**src/rtl/fifo_wr_arbiter.sv**
```systemverilog
// fifo_wr_arbiter: round-robin, burst-locking arbiter
// sharing one FIFO write port among NREQ requesters.
module fifo_wr_arbiter #(
  parameter int NREQ      = 4,
  parameter int DWIDTH    = 32,
  parameter int MAX_BURST = 8
) (
  input  logic                     clk,
  input  logic                     rst_n,
  input  logic [NREQ-1:0]          req_valid,
  input  logic [NREQ*DWIDTH-1:0]   req_data,
  input  logic [NREQ-1:0]          req_last,
  output logic [NREQ-1:0]          req_ready,
  output logic [DWIDTH-1:0]        fifo_din,
  output logic                     fifo_write,
  input  logic                     fifo_full,
  input  logic                     fifo_almost_full,
  output logic [$clog2(NREQ)-1:0]  grant_id,
  output logic                     busy
);

  localparam int IW = $clog2(NREQ);
  localparam int CW = $clog2(MAX_BURST) + 1;

  typedef enum logic {ARB, GRANT} state_t;

  state_t            state, state_nx;
  logic [IW-1:0]     grant_nx;
  logic [IW-1:0]     pick;
  logic              found;
  logic [CW-1:0]     beat_cnt, beat_nx;
  logic              busy_nx;
  logic              term;
  logic [DWIDTH-1:0] owner_data;

  // grant_id doubles as owner and last_owner
  // round-robin search starting after last_owner
  always_comb begin : pick_p
    int            idx;
    logic [IW-1:0] ci;
    idx   = 0;
    ci    = '0;
    pick  = grant_id;
    found = 1'b0;
    for (int k = 1; k <= NREQ; k++) begin
      idx = (int'(grant_id) + k) % NREQ;
      ci  = IW'(idx);
      if (!found && req_valid[ci]) begin
        found = 1'b1;
        pick  = ci;
      end
    end
  end

  // data mux for the current owner
  always_comb begin
    owner_data = '0;
    for (int i = 0; i < NREQ; i++) begin
      if (IW'(i) == grant_id)
        owner_data = req_data[i*DWIDTH +: DWIDTH];
    end
  end

  // next-state and combinational outputs
  always_comb begin
    state_nx   = state;
    grant_nx   = grant_id;
    beat_nx    = beat_cnt;
    busy_nx    = busy;
    req_ready  = '0;
    fifo_write = 1'b0;
    fifo_din   = '0;
    term       = 1'b0;
    unique case (state)
      ARB: begin
        if (found && !fifo_almost_full) begin
          state_nx = GRANT;
          grant_nx = pick;
          beat_nx  = '0;
          busy_nx  = 1'b1;
        end
      end
      GRANT: begin
        req_ready[grant_id] = !fifo_full;
        fifo_write = req_valid[grant_id] & !fifo_full;
        fifo_din   = owner_data;
        if (fifo_write) begin
          beat_nx = beat_cnt + CW'(1);
          term    = req_last[grant_id] ||
                    (beat_cnt == CW'(MAX_BURST - 1));
          if (term) begin
            state_nx = ARB;
            busy_nx  = 1'b0;
          end
        end
      end
      default: ;
    endcase
  end

  // state register, reset restarts search at requester 0
  always_ff @(posedge clk or negedge rst_n) begin
    if (!rst_n) begin
      state    <= ARB;
      grant_id <= IW'(NREQ - 1);
      beat_cnt <= '0;
      busy     <= 1'b0;
    end else begin
      state    <= state_nx;
      grant_id <= grant_nx;
      beat_cnt <= beat_nx;
      busy     <= busy_nx;
    end
  end

endmodule

```
**config.mk**
```make
export PLATFORM = sky130hd
export DESIGN_NAME = fifo_wr_arbiter
export DESIGN_NICKNAME = d
export VERILOG_FILES = /design/src/rtl/fifo_wr_arbiter.sv
export SDC_FILE = /design/constraint.sdc
export NUM_CORES = 1
export LEC_CHECK = 0
export ABC_AREA = 1
export CAP_MARGIN = 20
export CORE_MARGIN = 2
export CORE_UTILIZATION = 30
export CTS_CLUSTER_SIZE = 12
export DETAILED_ROUTE_END_ITERATION = 6
export GPL_TIMING_DRIVEN = 1
export PLACE_DENSITY = 0.91
export REMOVE_ABC_BUFFERS = 1
export SLEW_MARGIN = 30
export SYNTH_ARGS = -nofsm -noshare
export SYNTH_HDL_FRONTEND = slang
export SYNTH_SLANG_ARGS = --single-unit
```
**constraint.sdc**
```tcl
create_clock -name clk -period 2.3 [get_ports clk]
set_input_delay 0.46 -clock clk [delete_from_list [all_inputs] [get_ports clk]]
set_output_delay 0.46 -clock clk [all_outputs]
set_load 0.1 [all_outputs]
```
==> metrics.csv, run 1 <==
stage,metric,value,unit
outcome,outcome,"complete, but fails checks",
outcome,failing checks,negative setup slack,
critical_path,CP Max Fanout,16,
final_layout,share of cells above drive strength 1,0.314,
placed_design,dpl hpwl,7420,µm
cts,Clock Tree Buf Depth,2,
routing,routed length per instance,20.1,µm
final_layout,Layout Nets,649,
placed_design,Port Buf Inserts,179,
routing,M1 WL,3860,µm
die,core area,0.00554,mm²
cts,CTS HTree Levels,1,
timing,Final Hold Fails,0,
logic_synthesis,Mean Syn Cell Area,5.41,µm²
logic_synthesis,"FF+latch count, synth",8,
global_routing,first-pass GRT wire length,17000,µm
global_routing,grt total ovfl,0,
routing,vias,3260,
cts,number of buffers created by CTS,3,
timing,PnR worst setup slack,-0.185,ns
logic_synthesis,"Cell Area, Synth",0.00173,mm²
critical_path,required time worst endpoint,1.84,ns
logic_synthesis,"top cells by area, synth","o21ai_0 (26%), a21oi_1 (19%), nor2_1 (9.3%)",
logic_synthesis,ys flop type,dfrtp_1,
logic_synthesis,Post-synth EDFFs,0,
die,Initial Util,0.313,
die,Top-Level Pins,180,
die,die height,80.0,µm
final_layout,ANT cells,0,
cts,"Clk Latency, worst-skew pair",0.23,ns
timing,final worst path period share,1.08,
global_routing,GRT Overall Usage,0.341,
die,# rows,27,
placed_design,Placer Congestion,0.876,
timing,Tightest Pin Transition,0.374,ns
final_layout,synth-to-layout area growth,167,%
routing,met2 wire len,5770,µm
cts,CTS Sinks,8,
critical_path,CP arrival,2.02,ns
cts,root cell of the clock tree,clkbuf_8,
timing,final-report setup violation count,32,
logic_synthesis,ys async rst share,1.00,
logic_synthesis,"Seq/Total Area, Yosys",0.117,
logic_synthesis,most frequent cells after synthesis,"o21ai_0 (89), a21oi_1 (65), nor2_1 (43)",
global_routing,initial antenna violation count,0,
routing,metal3 WL,1210,µm
logic_synthesis,Ys Warns,0,
timing,Fmax,0.402,GHz
routing,DRT iter0 DRCs,138,
cts,clk slew on worst S/H paths,0.04,ns
worst_hold_path,Worst Hold Class,reg2reg,
timing,Fin Hold WS,0.478,ns
logic_synthesis,Synth area leader,o21ai_0,
critical_path,CP startpoint kind,flop,
logic_synthesis,most frequent cell after synthesis,o21ai_0,
critical_path,Critical Path End Type,output pin,
timing,RSZ-0062 raised after global routing,yes,
flow_run,Max-Cap Viols,0,
cts,TritonCTS clock tree,yes,
global_routing,vias in the first global route,3442,
logic_synthesis,count of cell types in the netlist,27,
routing,Total Wirelength,11500,µm
die,Die Wd,80.0,µm
routing,DRC,0,
global_routing,largest net degree at the start of global routing,38,
critical_path,critical path class,reg2out,
cts,hold-fix buffers at CTS,0,
timing,"Min Clock Period, post-route",2.48,ns
timing,Slew Limit Headroom,0.750,
routing,Highest Signal Layer,met4,
routing,DR pass1 iterations,4,
routing,Via-to-Cell Ratio,5.67,
logic_synthesis,top-area cell type share of the netlist area,0.257,
routing,"antenna viol nets, final",0,
timing,Clock Skew,0.00162,ns
timing,"Slew Viols, Final",0,
logic_synthesis,Cells after Synth,320,
die,Die ar.,0.00640,mm²
[critical path: stages, from the launching register on]
cell     delay (ns)
dfstp_2        0.56
inv_4          0.05
buf_4          0.14
ha_4           0.17
buf_12         0.15
a21oi_1        0.19
o21ai_1        0.11
o21ai_1        0.14
a21oi_2        0.11
buf_12         0.17
[flip-flops by register name, indices dropped and copies added, names as in the netlist]
signal / cells
beat_cnt: 4
grant_id: 2
state: 1
busy: 1
[repair_timing]
item | in CTS | in global routing
pin swaps | 12 | 38
buffers inserted | 3 | 3
gates resized for setup | 129 | 48
gates cloned | 4 | 2
endpoints found under the setup margin | 33 | 34
[cells in the final DEF, fill, tap and decap left out, types with 4 or more instances in the layout]
cell type	n
clkdlybuf4s50_1	139
o21ai_1	78
a21oi_2	43
buf_12	43
nand2_1	31
nor2_1	29
a21oi_1	21
buf_4	14
nand3_1	13
o21ai_0	11
nor2_2	9
o21ai_2	7
buf_6	7
inv_1	6
dfrtp_1	6
nor2_4	5
nand2_2	4
[through the flow]
stage | instances | utilization | TNS (ns) | setup slack (ns) | area (µm²)
after floorplan | 291 | - | -65.06 | -1.88 | 1600
after global placement | 559 | 0.729 | 0 | 0.0549 | 4040
after detailed placement | 559 | 0.729 | -0.260 | -0.0982 | 4040
after CTS | 570 | 0.800 | -2.00 | -0.127 | 4430
after global routing | 575 | 0.834 | -5.91 | -0.232 | 4620
final | 575 | 0.834 | -3.53 | -0.185 | 4620
[routing by layer]
| metal | global-route usage | vias to the layer above |
|---|---|---|
| li1 | - | 1486 |
| met1 | 0.328 | 1534 |
| met2 | 0.619 | 172 |
| met3 | 0.133 | 68 |
| met4 | 0.181 | 0 |
| met5 | 0 | - |
[kinds of logic after synthesis]
logic type | share of synthesized area
compound gates | 0.478
flops | 0.117
simple gates | 0.256
buf+inv | 0.103
xor+xnor | 0.0101
fa+ha+maj | 0.0361
[final timing paths]
check | from | end | slack [ns] | depth (start not counted)
worst min-delay path | busy | busy | 0.48 | 2
worst min register to register | busy | busy | 0.48 | 2
worst max-delay path | grant_id[1] | fifo_din[1] | -0.18 | 9
min in group asynchronous | rst_n | beat_cnt[2] | 0.51 | 1
worst max register to register | grant_id[1] | beat_cnt[3] | 0.44 | 11
max in group asynchronous | rst_n | grant_id[1] | 1.48 | 1
[final cells by class]
| cell class | count | area, µm² |
|---|---|---|
| Inverter | 13 | 67.6 |
| Multi-Input combinational cell | 270 | 1650 |
| Sequential cell | 8 | 203 |
| Timing Repair Buffer | 208 | 2570 |
| Clock buffer | 4 | 45.0 |
| Fill cell | 335 | 918 |
| Tap cell | 72 | 90.1 |
Power of run 1 is left out: the tool's default activity adds up to more than one toggle a clock period on the data nets, which glitch-free logic cannot reach.
==> run 2: changes to the inputs <==
--- a/config.mk
+++ b/config.mk
@@ -14,7 +14,7 @@
 export GPL_TIMING_DRIVEN = 1
 export PLACE_DENSITY = 0.91
 export REMOVE_ABC_BUFFERS = 1
-export SLEW_MARGIN = 30
+export SLEW_MARGIN = 20
 export SYNTH_ARGS = -nofsm -noshare
 export SYNTH_HDL_FRONTEND = slang
 export SYNTH_SLANG_ARGS = --single-unit
==> results of run 2 <==
Final layout, timing and power as in run 1 (identical DEF).
Power of run 2 is left out for the same reason.
==> RTL edit (flow settings as in run 1) <==
The parameter `NREQ` goes from 4 to 8.
--- a/src/rtl/fifo_wr_arbiter.sv
+++ b/src/rtl/fifo_wr_arbiter.sv
@@ -1,7 +1,7 @@
 // fifo_wr_arbiter: round-robin, burst-locking arbiter
 // sharing one FIFO write port among NREQ requesters.
 module fifo_wr_arbiter #(
-  parameter int NREQ      = 4,
+  parameter int NREQ      = 8,
   parameter int DWIDTH    = 32,
   parameter int MAX_BURST = 8
 ) (
Ports: changed (5 resized); port bits go from 180 to 321. No check against the original RTL was run, so the function may have changed too.
==> RTL edit against run 1 <==
  * The run still ends with setup timing left
  * Synthesized cell count grew 120%
  * Area after synthesis grew 110%
  * Highest routed layer unchanged
  * Worst setup slack lost 0.65 ns
  * Cell area grew 96%
  * Sequential cell count grew 1
  * Die area grew 110%
  * Non-clock buffer count grew 222
  * Largest cell class unchanged
  * Final cell count grew 120%
  * Hold slack gained 0.047 ns
  * Wire length grew 120%
==> RTL edit: results (changes against run 1) <==
GRT Overall Usage=33.5% (-0.55 points); CTS H-tree depth=1 (unchanged); DRT iter0 DRCs=783 (+470%); IO buf count=320 (+79%); total CTS buffers=3 (unchanged); Leak=4.07 nW; Worst-Skew Late Latency=0.24 ns; largest net degree at the start of global routing=43 (+13%); top cells by area, synth=nand3_1 (25%), nand2_1 (19%), o21ai_0 (10%); Hold Vio Cnt, Final=0 (unchanged); Root Buffer=clkbuf_16; first-pass GRT wire length=35200 um (+110%); post-synthesis sequential area ratio=6.17% (-5.5 points); Placed Cells=1227 (+120%); min setup slack post-route=-0.836 ns (-0.652 ns); clk_skew=0.00433 ns (+0.00271 ns); worst min path class=input port to asynchronous set/reset pin; vias in the first global route=6730 (+96%); Arrival @ worst endpoint=2.68 ns (+0.66 ns); largest registers=beat_cnt x4, grant_id x3; Place WS=-0.499 ns (-0.401 ns); Avg Vias per Cell=5.73 (+1.1%); Final Slew Violations=0 (unchanged); WL/cell=20.5 um (+2.1%); Layout Nets=1379 (+110%); Pre-Repair DR Iteration Count=7 (+3); top_reg_cell synth=dfrtp_1; maximum VDD drop=1.87 mV; Crit Path Max Fanout=10 (-6); detailed placement HPWL=17500 um (+140%); final cell count without fillers=1260 (+120%); GP Congestion=0.987 (+13%); Post-synth top cells=nand2_1 (192), nand3_1 (188), o21ai_0 (75); synthesized instance count=717 (+120%); status=complete, but fails checks; antenna violations before repair=1 (+1); critical path startpoint category=flop; DRC=0 (unchanged); Worst-Margin Slew=0.471 ns (+0.0966 ns); share of cells above drive strength 1=27.7% (-3.7 points); Synth Warn #=0 (unchanged); final setup vio count=43 (+34%); Async SR Flop Fraction=100% (unchanged); worst r2r src=grant_id[0]$_DFFE_PN1P_; CTS clk-pin slew, worst paths=0.04 ns (about the same); Max clock buf depth=2 (unchanged); Cell variety after synth=35 (+30%); failing checks=setup timing
## RTL edit: routing by layer
| metal | GRT usage, % | vias to the layer above | share of wire, % |
|---|---|---|---|
| met1 | 38.5 | 3265 | 35 |
| met2 | 55.7 | 532 | 47 |
| met5 | 0 | - | 0 |
| met4 | 18.9 | 0 | 7.1 |
| li1 | - | 3253 | - |
| met3 | 10.0 | 173 | 11 |
## RTL edit: critical path, cell delays in order, from the launching register on
cell	delay (ns)
dfstp_2	0.61
inv_4	0.07
ha_2	0.20
inv_2	0.07
nor2_4	0.04
buf_6	0.14
buf_6	0.14
nand3_1	0.09
nand3_1	0.09
o21ai_1	0.09
nand2_1	0.10
o211ai_1	0.13
nand2_1	0.10
nand2_1	0.08
nand3_1	0.11
o21ai_2	0.10
a21oi_2	0.09
buf_12	0.17
## RTL edit: worst paths after layout
kind                                                 to  slack [ns]  cells past startpoint
worst min-delay path                   busy$_DFFE_PN0P_        0.53                      1
worst max-delay path                       fifo_din[29]       -0.84                     17
worst max register to register  beat_cnt[2]$_DFFE_PN0P_       -0.28                     12
max in group asynchronous       grant_id[1]$_DFFE_PN1P_        1.45                      1
min in group clk                beat_cnt[0]$_DFFE_PN0P_        0.53                      1
worst min register to register  beat_cnt[0]$_DFFE_PN0P_        0.53                      1
## RTL edit: repair_timing
action,in CTS,in global routing
hold buffers,0,0
pin swaps,20,48
setup endpoints to repair,42,48
buffers inserted,6,19
gates cloned,1,2
resized for setup,104,80
## RTL edit: where the power goes
group / switching (W) / internal, W
clock network: 0.0000826 / 0.000232
logic: 0.0108 / 0.00659
registers: 0.0000731 / 0.000245
total: 0.0110 / 0.00707
## RTL edit: cell families (layout without fill, tap and decap cells)
family                   Yosys count  count (layout)  synth area share, %
AND/OR/NAND/NOR                  424             424                 52.1
AO/OA/AOI/OAI                    180             180                 27.1
buffers and inverters             89             462                 9.97
adder cells (fa/ha/maj)           12              12                 4.04
flip-flops                         9               9                 6.17
XOR/XNOR                           3               3                0.708
other                              0               2                    0
## RTL edit: stage by stage
stage	cell area [um2]	total power [W]	utilization, %	setup TNS, ns
3_5_place_dp	8160	0.0155	67.6	-14.52
2_1_floorplan	3450	0.00918	-	-129.33
4_1_cts	8590	0.0166	71.2	-17.89
3_3_place_gp	8160	0.0152	67.6	-11.61
5_1_grt	9080	0.0189	75.3	-26.47
6_report	9080	0.0180	75.3	-21.62
## RTL edit: final cells by class
class                           count  area [um2]
Clock buffer                        4        78.8
Fill cell                         810        2980
Multi-Input combinational cell    619        3610
Timing Repair Buffer              430        4830
Antenna cell                        2        5.00
Tap cell                          168         210
Sequential cell                     9         229
Inverter                           28         118
